===== src/rtl/l2_arbiter_if.sv =====
// rtl/l2_arbiter_if.sv - L1_I/L1_D miss requests and L2 operation bus seen by the arbiter
interface l2_arbiter_if #(
    parameter int TNUM_2 = 18,
    parameter int INUM_2 = 8,
    parameter int DWIDTH = 512
);
    logic              read_I_L2;
    logic [TNUM_2-1:0] tag_I_L2;
    logic [INUM_2-1:0] index_I_L2;
    logic              read_D_L2;
    logic              write_D_L2;
    logic [TNUM_2-1:0] tag_D_L2;
    logic [INUM_2-1:0] index_D_L2;
    logic [TNUM_2-1:0] wb_tag_D_L2;
    logic [INUM_2-1:0] wb_index_D_L2;
    logic [DWIDTH-1:0] wb_data_D_L2;
    logic              ready_L2;
    logic              read_L2;
    logic              write_L2;
    logic [TNUM_2-1:0] tag_L2;
    logic [INUM_2-1:0] index_L2;
    logic [DWIDTH-1:0] wdata_L2;
    logic              ready_L2_I;
    logic              ready_L2_D;
    logic              busy;
    logic [15:0]       gnt_cnt_I;
    logic [15:0]       gnt_cnt_D;

    modport slave (
        input  read_I_L2, tag_I_L2, index_I_L2,
        input  read_D_L2, write_D_L2, tag_D_L2, index_D_L2,
        input  wb_tag_D_L2, wb_index_D_L2, wb_data_D_L2, ready_L2,
        output read_L2, write_L2, tag_L2, index_L2, wdata_L2,
        output ready_L2_I, ready_L2_D, busy, gnt_cnt_I, gnt_cnt_D
    );

    modport master (
        output read_I_L2, tag_I_L2, index_I_L2,
        output read_D_L2, write_D_L2, tag_D_L2, index_D_L2,
        output wb_tag_D_L2, wb_index_D_L2, wb_data_D_L2, ready_L2,
        input  read_L2, write_L2, tag_L2, index_L2, wdata_L2,
        input  ready_L2_I, ready_L2_D, busy, gnt_cnt_I, gnt_cnt_D
    );
endinterface


===== src/rtl/l2_arbiter.sv =====
// rtl/l2_arbiter.sv - round-robin arbiter sharing one L2 port between L1_I and L1_D misses
module l2_arbiter #(
    parameter int TNUM_2 = 18,
    parameter int INUM_2 = 8,
    parameter int DWIDTH = 512
) (
    input  logic         clk,
    input  logic         nrst,
    l2_arbiter_if.slave  bus
);
    typedef enum logic [1:0] {IDLE, I_RD, D_WB, D_RD} state_t;

    state_t            state_q, state_d;
    logic              last_d_q, last_d_d;
    logic              read_q, read_d;
    logic              write_q, write_d;
    logic              busy_q, busy_d;
    logic [TNUM_2-1:0] tag_q, tag_d;
    logic [INUM_2-1:0] index_q, index_d;
    logic [TNUM_2-1:0] rf_tag_q, rf_tag_d;
    logic [INUM_2-1:0] rf_index_q, rf_index_d;
    logic [DWIDTH-1:0] wdata_q, wdata_d;
    logic [15:0]       gnt_cnt_I_q, gnt_cnt_I_d;
    logic [15:0]       gnt_cnt_D_q, gnt_cnt_D_d;
    logic              gnt_i, gnt_d;

    // last_d_q=1 means D was granted last, so I has priority on a tie
    assign gnt_i = bus.read_I_L2 && (!bus.read_D_L2 || last_d_q);
    assign gnt_d = bus.read_D_L2 && !gnt_i;

    always_comb begin
        state_d     = state_q;
        last_d_d    = last_d_q;
        read_d      = read_q;
        write_d     = write_q;
        tag_d       = tag_q;
        index_d     = index_q;
        rf_tag_d    = rf_tag_q;
        rf_index_d  = rf_index_q;
        wdata_d     = wdata_q;
        gnt_cnt_I_d = gnt_cnt_I_q;
        gnt_cnt_D_d = gnt_cnt_D_q;
        unique case (state_q)
            IDLE: begin
                if (gnt_i) begin
                    state_d     = I_RD;
                    last_d_d    = 1'b0;
                    read_d      = 1'b1;
                    tag_d       = bus.tag_I_L2;
                    index_d     = bus.index_I_L2;
                    gnt_cnt_I_d = gnt_cnt_I_q + {15'd0, gnt_cnt_I_q != 16'hFFFF};
                end else if (gnt_d) begin
                    last_d_d    = 1'b1;
                    rf_tag_d    = bus.tag_D_L2;
                    rf_index_d  = bus.index_D_L2;
                    gnt_cnt_D_d = gnt_cnt_D_q + {15'd0, gnt_cnt_D_q != 16'hFFFF};
                    if (bus.write_D_L2) begin
                        state_d = D_WB;
                        write_d = 1'b1;
                        tag_d   = bus.wb_tag_D_L2;
                        index_d = bus.wb_index_D_L2;
                        wdata_d = bus.wb_data_D_L2;
                    end else begin
                        state_d = D_RD;
                        read_d  = 1'b1;
                        tag_d   = bus.tag_D_L2;
                        index_d = bus.index_D_L2;
                    end
                end
            end
            I_RD, D_RD: begin
                if (bus.ready_L2) begin
                    state_d = IDLE;
                    read_d  = 1'b0;
                end
            end
            D_WB: begin
                // write-back done: switch straight to the refill read, no L1 pulse
                if (bus.ready_L2) begin
                    state_d = D_RD;
                    write_d = 1'b0;
                    read_d  = 1'b1;
                    tag_d   = rf_tag_q;
                    index_d = rf_index_q;
                end
            end
            default: state_d = IDLE;
        endcase
        busy_d = (state_d != IDLE);
    end

    always_ff @(posedge clk) begin
        if (nrst) begin
            state_q     <= IDLE;
            last_d_q    <= 1'b1;
            read_q      <= 1'b0;
            write_q     <= 1'b0;
            busy_q      <= 1'b0;
            tag_q       <= '0;
            index_q     <= '0;
            rf_tag_q    <= '0;
            rf_index_q  <= '0;
            wdata_q     <= '0;
            gnt_cnt_I_q <= '0;
            gnt_cnt_D_q <= '0;
        end else begin
            state_q     <= state_d;
            last_d_q    <= last_d_d;
            read_q      <= read_d;
            write_q     <= write_d;
            busy_q      <= busy_d;
            tag_q       <= tag_d;
            index_q     <= index_d;
            rf_tag_q    <= rf_tag_d;
            rf_index_q  <= rf_index_d;
            wdata_q     <= wdata_d;
            gnt_cnt_I_q <= gnt_cnt_I_d;
            gnt_cnt_D_q <= gnt_cnt_D_d;
        end
    end

    assign bus.read_L2    = read_q;
    assign bus.write_L2   = write_q;
    assign bus.tag_L2     = tag_q;
    assign bus.index_L2   = index_q;
    assign bus.wdata_L2   = wdata_q;
    assign bus.busy       = busy_q;
    assign bus.gnt_cnt_I  = gnt_cnt_I_q;
    assign bus.gnt_cnt_D  = gnt_cnt_D_q;
    assign bus.ready_L2_I = bus.ready_L2 && (state_q == I_RD);
    assign bus.ready_L2_D = bus.ready_L2 && (state_q == D_RD);
endmodule


===== src/flat_wrapper.sv =====
// flat-port wrapper written by rule: the top's interface ports become plain ports
module l2_arbiter_flat 
#(
    parameter int TNUM_2 = 18,
    parameter int INUM_2 = 8,
    parameter int DWIDTH = 512
)
  (clk, nrst, bus_read_I_L2, bus_tag_I_L2, bus_index_I_L2, bus_read_D_L2, bus_write_D_L2, bus_tag_D_L2, bus_index_D_L2, bus_wb_tag_D_L2, bus_wb_index_D_L2, bus_wb_data_D_L2, bus_ready_L2, bus_read_L2, bus_write_L2, bus_tag_L2, bus_index_L2, bus_wdata_L2, bus_ready_L2_I, bus_ready_L2_D, bus_busy, bus_gnt_cnt_I, bus_gnt_cnt_D);
  l2_arbiter_if #(.TNUM_2(TNUM_2), .INUM_2(INUM_2), .DWIDTH(DWIDTH)) bus_i ();
  input  logic clk;
  input  logic nrst;
  input wire logic [$bits(bus_i.read_I_L2)-1:0] bus_read_I_L2;
  input wire logic [$bits(bus_i.tag_I_L2)-1:0] bus_tag_I_L2;
  input wire logic [$bits(bus_i.index_I_L2)-1:0] bus_index_I_L2;
  input wire logic [$bits(bus_i.read_D_L2)-1:0] bus_read_D_L2;
  input wire logic [$bits(bus_i.write_D_L2)-1:0] bus_write_D_L2;
  input wire logic [$bits(bus_i.tag_D_L2)-1:0] bus_tag_D_L2;
  input wire logic [$bits(bus_i.index_D_L2)-1:0] bus_index_D_L2;
  input wire logic [$bits(bus_i.wb_tag_D_L2)-1:0] bus_wb_tag_D_L2;
  input wire logic [$bits(bus_i.wb_index_D_L2)-1:0] bus_wb_index_D_L2;
  input wire logic [$bits(bus_i.wb_data_D_L2)-1:0] bus_wb_data_D_L2;
  input wire logic [$bits(bus_i.ready_L2)-1:0] bus_ready_L2;
  output wire logic [$bits(bus_i.read_L2)-1:0] bus_read_L2;
  output wire logic [$bits(bus_i.write_L2)-1:0] bus_write_L2;
  output wire logic [$bits(bus_i.tag_L2)-1:0] bus_tag_L2;
  output wire logic [$bits(bus_i.index_L2)-1:0] bus_index_L2;
  output wire logic [$bits(bus_i.wdata_L2)-1:0] bus_wdata_L2;
  output wire logic [$bits(bus_i.ready_L2_I)-1:0] bus_ready_L2_I;
  output wire logic [$bits(bus_i.ready_L2_D)-1:0] bus_ready_L2_D;
  output wire logic [$bits(bus_i.busy)-1:0] bus_busy;
  output wire logic [$bits(bus_i.gnt_cnt_I)-1:0] bus_gnt_cnt_I;
  output wire logic [$bits(bus_i.gnt_cnt_D)-1:0] bus_gnt_cnt_D;
  assign bus_i.read_I_L2 = bus_read_I_L2;
  assign bus_i.tag_I_L2 = bus_tag_I_L2;
  assign bus_i.index_I_L2 = bus_index_I_L2;
  assign bus_i.read_D_L2 = bus_read_D_L2;
  assign bus_i.write_D_L2 = bus_write_D_L2;
  assign bus_i.tag_D_L2 = bus_tag_D_L2;
  assign bus_i.index_D_L2 = bus_index_D_L2;
  assign bus_i.wb_tag_D_L2 = bus_wb_tag_D_L2;
  assign bus_i.wb_index_D_L2 = bus_wb_index_D_L2;
  assign bus_i.wb_data_D_L2 = bus_wb_data_D_L2;
  assign bus_i.ready_L2 = bus_ready_L2;
  assign bus_read_L2 = bus_i.read_L2;
  assign bus_write_L2 = bus_i.write_L2;
  assign bus_tag_L2 = bus_i.tag_L2;
  assign bus_index_L2 = bus_i.index_L2;
  assign bus_wdata_L2 = bus_i.wdata_L2;
  assign bus_ready_L2_I = bus_i.ready_L2_I;
  assign bus_ready_L2_D = bus_i.ready_L2_D;
  assign bus_busy = bus_i.busy;
  assign bus_gnt_cnt_I = bus_i.gnt_cnt_I;
  assign bus_gnt_cnt_D = bus_i.gnt_cnt_D;
  l2_arbiter #(.TNUM_2(TNUM_2), .INUM_2(INUM_2), .DWIDTH(DWIDTH)) u_core (.clk(clk), .nrst(nrst), .bus(bus_i));
endmodule

===== config.mk =====
export PLATFORM = sky130hd
export DESIGN_NAME = l2_arbiter_flat
export DESIGN_NICKNAME = d
export VERILOG_FILES = /design/src/rtl/l2_arbiter_if.sv /design/src/rtl/l2_arbiter.sv /design/src/flat_wrapper.sv
export SDC_FILE = /design/constraint.sdc
export NUM_CORES = 1
export LEC_CHECK = 0
export CAP_MARGIN = 15
export CORE_AREA = 10 10 452 454
export CTS_CLUSTER_SIZE = 14
export DETAILED_ROUTE_END_ITERATION = 12
export DIE_AREA = 0 0 462 464
export PLACE_DENSITY = 0.3
export REMOVE_ABC_BUFFERS = 1
export SYNTH_ARGS = -nofsm -noshare
export SYNTH_HDL_FRONTEND = slang
export SYNTH_SLANG_ARGS = --single-unit

===== constraint.sdc =====
create_clock -name clk -period 2.7 [get_ports clk]
set_clock_uncertainty 0.05 [all_clocks]
set_input_delay 0.54 -clock clk [delete_from_list [all_inputs] [get_ports clk]]
set_output_delay 0.54 -clock clk [all_outputs]
set_load 0.01 [all_outputs]

==> run metrics, run 1 <==
status finished, final reports clean; Tightest Pin Transition 0.566 ns; most used cell, CP clkdlybuf4s50_1; Via density 3.61; worst vdd ir 391 µV; TritonCTS clock tree yes; Ys Warns 0; part of the cycle the worst path needs 0.955; post-placement cell count between 6k and 7k; fraction of layout cells with a size suffix above 1 0.0706; worst path arrival time 1.99 ns; first-pass GRT wire length 212000 µm; Largest stage delay, worst path 0.61 ns; CP Capture Type output port; clk_lat worst skew 0.70 ns; largest net degree at the start of global routing 64; cell taking the most area after synthesis dfxtp_1; RSZ-0062 raised after global routing no; Seq cells post-synth 602; Fillers 21.8k; mapped cell area 21900 µm²; TritonCTS Buffers 86; Synth area leaders dfxtp_1, nand2_1, a21oi_1; Core ar. 195000 µm²; I/O pin cnt 1171; DP HPWL 128000 µm; Net Switching 6.85 mW; Setup-failing EPs final 0; Hold Slack 0.157 ns; max frequency 388 MHz; GP Congestion 0.835; Critical Path RT 2.11 ns; Final Hold Fails 0; net total in the final layout 4531; drt total wl 159000 µm; Setup CP Type input port to output port; Initial Util 0.112; syn avg cell area 7.94 µm²; ys async rst share 0; crit-path cells clkdlybuf4s50_1, nand2_1, nor2_1, clkdlybuf4s50_1; slew margin rel. 0.623; P_int 18.1 mW; commonest register cell after synthesis dfxtp_1; Root Buffer clkbuf_16; Distinct cells, synth 40; IO Port Bufs 1170; setup TNS 0 ns; global router's overall resource usage 0.141; antenna viol nets, final 0; # rows 162; final non-filler cell total 6557; clock share of power 0.465; GRT Residual Overflow 0; Max Slew Vio Count 0; Clock Path Buffers 3; Worst path slowest cell clkdlybuf4s50_1; Hold Path Class input port to flip-flop; CTS H-tree lvls 3; Comb pwr share 0.152; vias in the first global route 24.3k; critical path peak fanout 4; Reg2Reg Depth 9; postcts setup bufs 0; TritonRoute pass-1 iters 5; Net Sw Frac 0.275; sequential-to-total area share from yosys stat 0.551; Area Growth Syn to Fin 83.5%; First DRT Iteration DRCs 1116; minimum clock period 2.58 ns; clock sinks 602; Synth Instances 2757; Leak 13.4 nW; CP Launch Type input port; area share of the largest cell type after synthesis 0.551; power per cell area 621 nW/µm²; die area around 210000 µm²; Seq pwr share 0.383; number of remaining DRC errors 0; Die W 462 µm; max cap viols 0; Worst-path clk slew 0.06 ns; Worst Hold Path Cells 2; Hold Buf Count CTS 0; wire per inst ~24 µm; Tot Pwr 24.9 mW; DIE HEIGHT 464 µm; initial antenna violation count 80; number of synthesized flops with an enable pin 0; via count 23.7k
## power by group through the flow
stage	registers (mW)	clock network, mW	logic, mW
CTS	9.55	12.2	3.89
finish	9.55	11.6	3.79
floorplan	9.88	0	1.05
global route	9.60	12.5	4.12
global placement	9.73	0	3.89
detailed placement	9.74	0	3.87
## sequential cells by signal (all words and copies together) (netlist names)
name                  count
u_core.bus.wdata_L2     512
u_core.bus.index_L2       8
u_core.bus.busy           1
u_core.last_d_q           1
u_core.bus.tag_L2        18
u_core.state_q            2
u_core.rf_index_q         8
u_core.bus.gnt_cnt_D     16
u_core.bus.read_L2        1
u_core.bus.gnt_cnt_I     16
u_core.rf_tag_q          18
u_core.bus.write_L2       1
## metrics by stage
step | cell area [µm²] | worst slack [ns] | utilization
final | 40200 | 0.120 | 0.206
after global routing | 40100 | 0.0324 | 0.206
after CTS | 40100 | 0.0275 | 0.206
after detailed placement | 37300 | 0.0650 | 0.192
after global placement | 37300 | 0.0394 | 0.192
after floorplan | 20900 | -8.07 | -
## placed cells by master (no fill, tap or decap), drive strengths merged, types with 2 or more instances in the layout
master and instances:
a21oi 560, nand2b 3, clkdlybuf4s50 1168, nor4 2
mux2i 28, diode 18, nand4 13, and4 5
and4bb 2, or3 13, nand2 1120, and3 5
inv 8, nor2 45, nor3b 2, xor2 10
clkinv 21, a311oi 26, o211ai 26, ha 4
dfxtp 602, o21ai 39, o31ai 3, and2 3
or4 4, clkinvlp 5, bufinv 4, buf 131
nand3 10, mux2 2, nor3 2, nor2b 6
clkbuf 121
## worst max-delay path: cells and delay by family
family	cells	cell delay, ns
buffers and inverters	2	1.16
and+or+nand+nor	2	0.29
## metal layers
metal  vias to the layer above  GRT usage  part of all wire
li1                      11400          -                 -
met1                     11000      0.156              0.39
met2                       940      0.223              0.44
met3                       267     0.0870              0.13
met4                        68     0.0415             0.030
met5                         -          0            0.0028
## kinds of logic (layout without fill, tap and decap cells)
kind of cell / count (synthesis) / count (layout) / synth area share
XOR/XNOR: 11 / 11 / 0.00440
AO/OA/AOI/OAI: 656 / 656 / 0.158
flip-flops: 602 / 602 / 0.551
adder cells (fa/ha/maj): 4 / 4 / 0.00229
multiplexers: 30 / 30 / 0.0138
AND/OR/NAND/NOR: 1236 / 1236 / 0.223
buffers and inverters: 218 / 1458 / 0.0481
other: 0 / 18 / 0
## cell type report
cell class                 count  area (µm²)  share of cell area
antenna                       18        45.0             0.00112
clock buffer                 121        2510              0.0625
clock inverter                33         308             0.00766
inverter                       5        18.8            0.000467
multi-input combinational   1937        8800               0.219
sequential                   602       12100               0.300
tap                         2542        3180              0.0792
timing repair buffer        1299       13200               0.330
## Yosys cell counts, types with 6 or more instances
master and number:
buf_2 90, nand4_1 12, a21oi_1 560, nor2_1 45, xor2_1 10, buf_4 32, or3_1 13, o211ai_1 26
nand3_1 10, clkbuf_1 89, a311oi_1 26, dfxtp_1 602, nor2b_1 6, o21ai_0 38, mux2i_1 28, nand2_1 1119
## what timing repair did
| action | in CTS | in global routing |
|---|---|---|
| gates resized for setup | 3 | 1 |
| pin swaps | 0 | 0 |
| endpoints found under the setup margin | 2 | 1 |
## path summary, 6_finish.rpt
path / from / end / slack [ns]
worst min-delay path: nrst / u_core.bus.wdata_L2[420]$_SDFFE_PP0P_ / 0.16
worst max-delay path: bus_ready_L2 / bus_ready_L2_I / 0.12
worst min register to register: u_core.bus.wdata_L2[300]$_SDFFE_PP0P_ / u_core.bus.wdata_L2[300]$_SDFFE_PP0P_ / 0.40
worst max register to register: u_core.bus.gnt_cnt_D[9]$_SDFFE_PP0P_ / u_core.bus.gnt_cnt_D[10]$_SDFFE_PP0P_ / 0.27
Note: power is estimated with default switching activity, not from simulation.
==> run 2: changes to the inputs <==
--- a/config.mk
+++ b/config.mk
@@ -6,10 +6,10 @@
 export NUM_CORES = 1
 export LEC_CHECK = 0
 export CAP_MARGIN = 15
-export CORE_AREA = 10 10 452 454
+export CORE_AREA = 10 10 445 447
 export CTS_CLUSTER_SIZE = 14
 export DETAILED_ROUTE_END_ITERATION = 12
-export DIE_AREA = 0 0 462 464
+export DIE_AREA = 0 0 455 457
 export PLACE_DENSITY = 0.3
 export REMOVE_ABC_BUFFERS = 1
 export SYNTH_ARGS = -nofsm -noshare
==> run 2 against run 1 <==
  * Combinational power decreased by 1%
  * Sequential power is essentially flat
  * Critical path depth grew 5
  * Die area decreased by 3.0%
  * Register-to-register slack worse by 0.12 ns
  * Count of clock-buffer cells in the layout up 9
  * Routed wire length down 2.1%
  * Final cell count shrank 0.88%
  * Critical path type is now flip-flop to flip-flop
==> run metrics, run 2 (same netlist as run 1, synthesis figures left out) <==
Root Buffer clkbuf_16; max cap viols 0 (unchanged); Initial Util 0.116 (+0.00321); Max Slew Vio Count 0 (unchanged); drt total wl 156000 µm (-2.1%); Setup-failing EPs final 0 (unchanged); CP Depth 9 (+5); max frequency 391 MHz (+0.97%); slew margin rel. 0.595 (-0.0280); Fillers 21.1k (-3.0%); critical path peak fanout 6 (+2); final setup margin 0.145 ns (+0.0248 ns); worst vdd ir 371 µV (-5.2%); Worst path slowest cell or4_1; GP Congestion 0.790 (-5.4%); first-pass GRT wire length 208000 µm (-1.9%); net total in the final layout 4508 (-0.51%); status finished, final reports clean; Clock Path Buffers 3 (unchanged); Worst Hold Endpoint u_core.bus.wdata_L2[25]$_SDFFE_PP0P_; vias in the first global route 23.7k (-2.6%); number of remaining DRC errors 0 (unchanged); commonest non-fill, non-tap cell in the layout clkdlybuf4s50_1; r2r setup slk 0.15 ns (-0.12 ns); Worst-path clk slew 0.06 ns (about the same); Worst Hold Path Cells 2 (unchanged); clock sinks 602 (unchanged); First DRT Iteration DRCs 1085 (-2.8%); antenna viol nets, final 0 (unchanged); Reg2Reg Depth 9 (unchanged); Setup CP Type flip-flop to flip-flop; clk_lat worst skew 0.71 ns (about the same); TritonCTS clock tree yes; Hold Buf Count CTS 0 (unchanged); # rows 160 (-1.2%); Largest stage delay, worst path 0.56 ns (-0.05 ns); global router's overall resource usage 0.142 (+0.00154); placed cell area 37100 µm² (-0.64%); die area 208000 µm² (-3.0%); Via density 3.61 (-0.20%); via count 23.4k (-1.1%); max reg flops 512 (unchanged); commonest non-fill, non-tap cells in the layout clkdlybuf4s50_1, nand2_1, dfxtp_1, a21oi_1, clkbuf_16; minimum clock period 2.55 ns (-0.0248 ns); delay-heaviest family, CP simple AND/OR/NAND/NOR gates; fin area 39900 µm² (-0.60%); power per cell area 622 nW/µm² (+0.20%); Critical Path RT 3.25 ns (+1.14 ns); Area Growth Syn to Fin 82.4%; IO Port Bufs 1170 (unchanged); initial antenna violation count 67 (-16%); Tot Pwr 24.8 mW (-0.40%); GRT Residual Overflow 0 (unchanged); I/O pin cnt 1171 (unchanged); setup TNS 0 ns (unchanged); most used cell, CP ha_1; crit-path cells and3_1, nand3_1, or4_1, ha_1, ha_1, and4bb_2, nand4_1, xor2_1, nor2_1; worst path arrival time 3.10 ns (+1.11 ns); RSZ-0062 raised after global routing no; final non-filler cell total 6499 (-0.88%); fraction of layout cells with a size suffix above 1 0.0659 (-0.00461); worst hold path startpoint nrst; CTS H-tree lvls 3 (unchanged); Leak 13.3 nW (-0.87%); Core ar. 189000 µm² (-2.8%); CP Buf/Inv Count 0 (-2); CP Capture Type flip-flop; part of the cycle the worst path needs 0.946 (-0.00920); CP Launch Type flip-flop; worst r2r src u_core.bus.gnt_cnt_D[8]$_SDFFE_PP0P_; Hold Slack 0.128 ns (-0.0292 ns); DP HPWL 124000 µm (-3.2%); DIE HEIGHT 457 µm (-1.5%); TritonRoute pass-1 iters 5 (unchanged); wire per inst 24.0 µm (-1.2%); largest net degree at the start of global routing 98 (+53%); R2R Path End u_core.bus.gnt_cnt_D[10]$_SDFFE_PP0P_; post-placement cell count 6330 (-0.86%); Die W 455 µm (-1.5%); TritonCTS Buffers 87 (+1.2%); Tightest Pin Transition 0.608 ns (+0.0420 ns); postcts setup bufs 0 (unchanged); post-CTS sizing 4 (+1); Core Util, Final 0.211 (+0.00461); Hold Path Class input port to flip-flop; pre-CTS setup slack -0.0181 ns (-0.0831 ns); Final Hold Fails 0 (unchanged)
==> run 2: changes by cell type in the layout (fill, tap and decap cells not counted), moves of 5 or more <==
cell	previous run	this run
clkinv_2	18	9
clkdlybuf4s50_1	1168	1162
clkbuf_1	17	22
clkbuf_8	14	21
buf_4	84	66
==> run 2: layer usage <==
metal  share of wire  GRT usage  wire (µm)  vias to the layer above
met5          0.0018          0        276                        -
met4           0.029     0.0405       4510                       48
met3            0.12     0.0812      18800                      240
met2            0.48      0.241      74000                      861
met1            0.37      0.150      58100                    10900
li1                -          -          -                    11400
==> run 2: cell type report <==
| class | instances | area [µm²] | share of cell area |
|---|---|---|---|
| Antenna cell | 15 | 37.5 | 0.000940 |
| Clock buffer | 130 | 2550 | 0.0638 |
| Clock inverter | 24 | 268 | 0.00671 |
| Inverter | 5 | 18.8 | 0.000470 |
| Multi-Input combinational cell | 1937 | 8810 | 0.221 |
| Sequential cell | 602 | 12100 | 0.302 |
| Tap cell | 2511 | 3140 | 0.0787 |
| Timing Repair Buffer | 1275 | 13000 | 0.327 |
==> run 2: worst max path at each step <==
stage / start / endpoint / slack, ns
after floorplan: bus_read_I_L2 / u_core.bus.wdata_L2[0]$_SDFFE_PP0P_ / -8.07
after global placement: bus_ready_L2 / bus_ready_L2_I / 0.02
after detailed placement: bus_ready_L2 / bus_ready_L2_I / -0.02
after CTS: u_core.state_q[0]$_SDFF_PP0_ / bus_ready_L2_I / -0.04
after global routing: u_core.bus.gnt_cnt_D[8]$_SDFFE_PP0P_ / u_core.bus.gnt_cnt_D[10]$_SDFFE_PP0P_ / 0.01
final: u_core.bus.gnt_cnt_D[8]$_SDFFE_PP0P_ / u_core.bus.gnt_cnt_D[10]$_SDFFE_PP0P_ / 0.15
==> run 2: report_power, final <==
group / switching, mW / internal (mW) / total [mW]
Sequential: 0.236 / 9.31 / 9.54
Combinational: 1.81 / 1.93 / 3.74
Clock: 4.75 / 6.80 / 11.6
Total: 6.80 / 18.0 / 24.8
==> run 2: worst register-to-register path, stage by stage (launching register included) <==
cell and delay [ns]:
dfxtp_1 0.42, and3_1 0.21, nand3_1 0.12, or4_1 0.56, ha_1 0.22, ha_1 0.19, and4bb_2 0.28, nand4_1 0.19
xor2_1 0.16, nor2_1 0.05
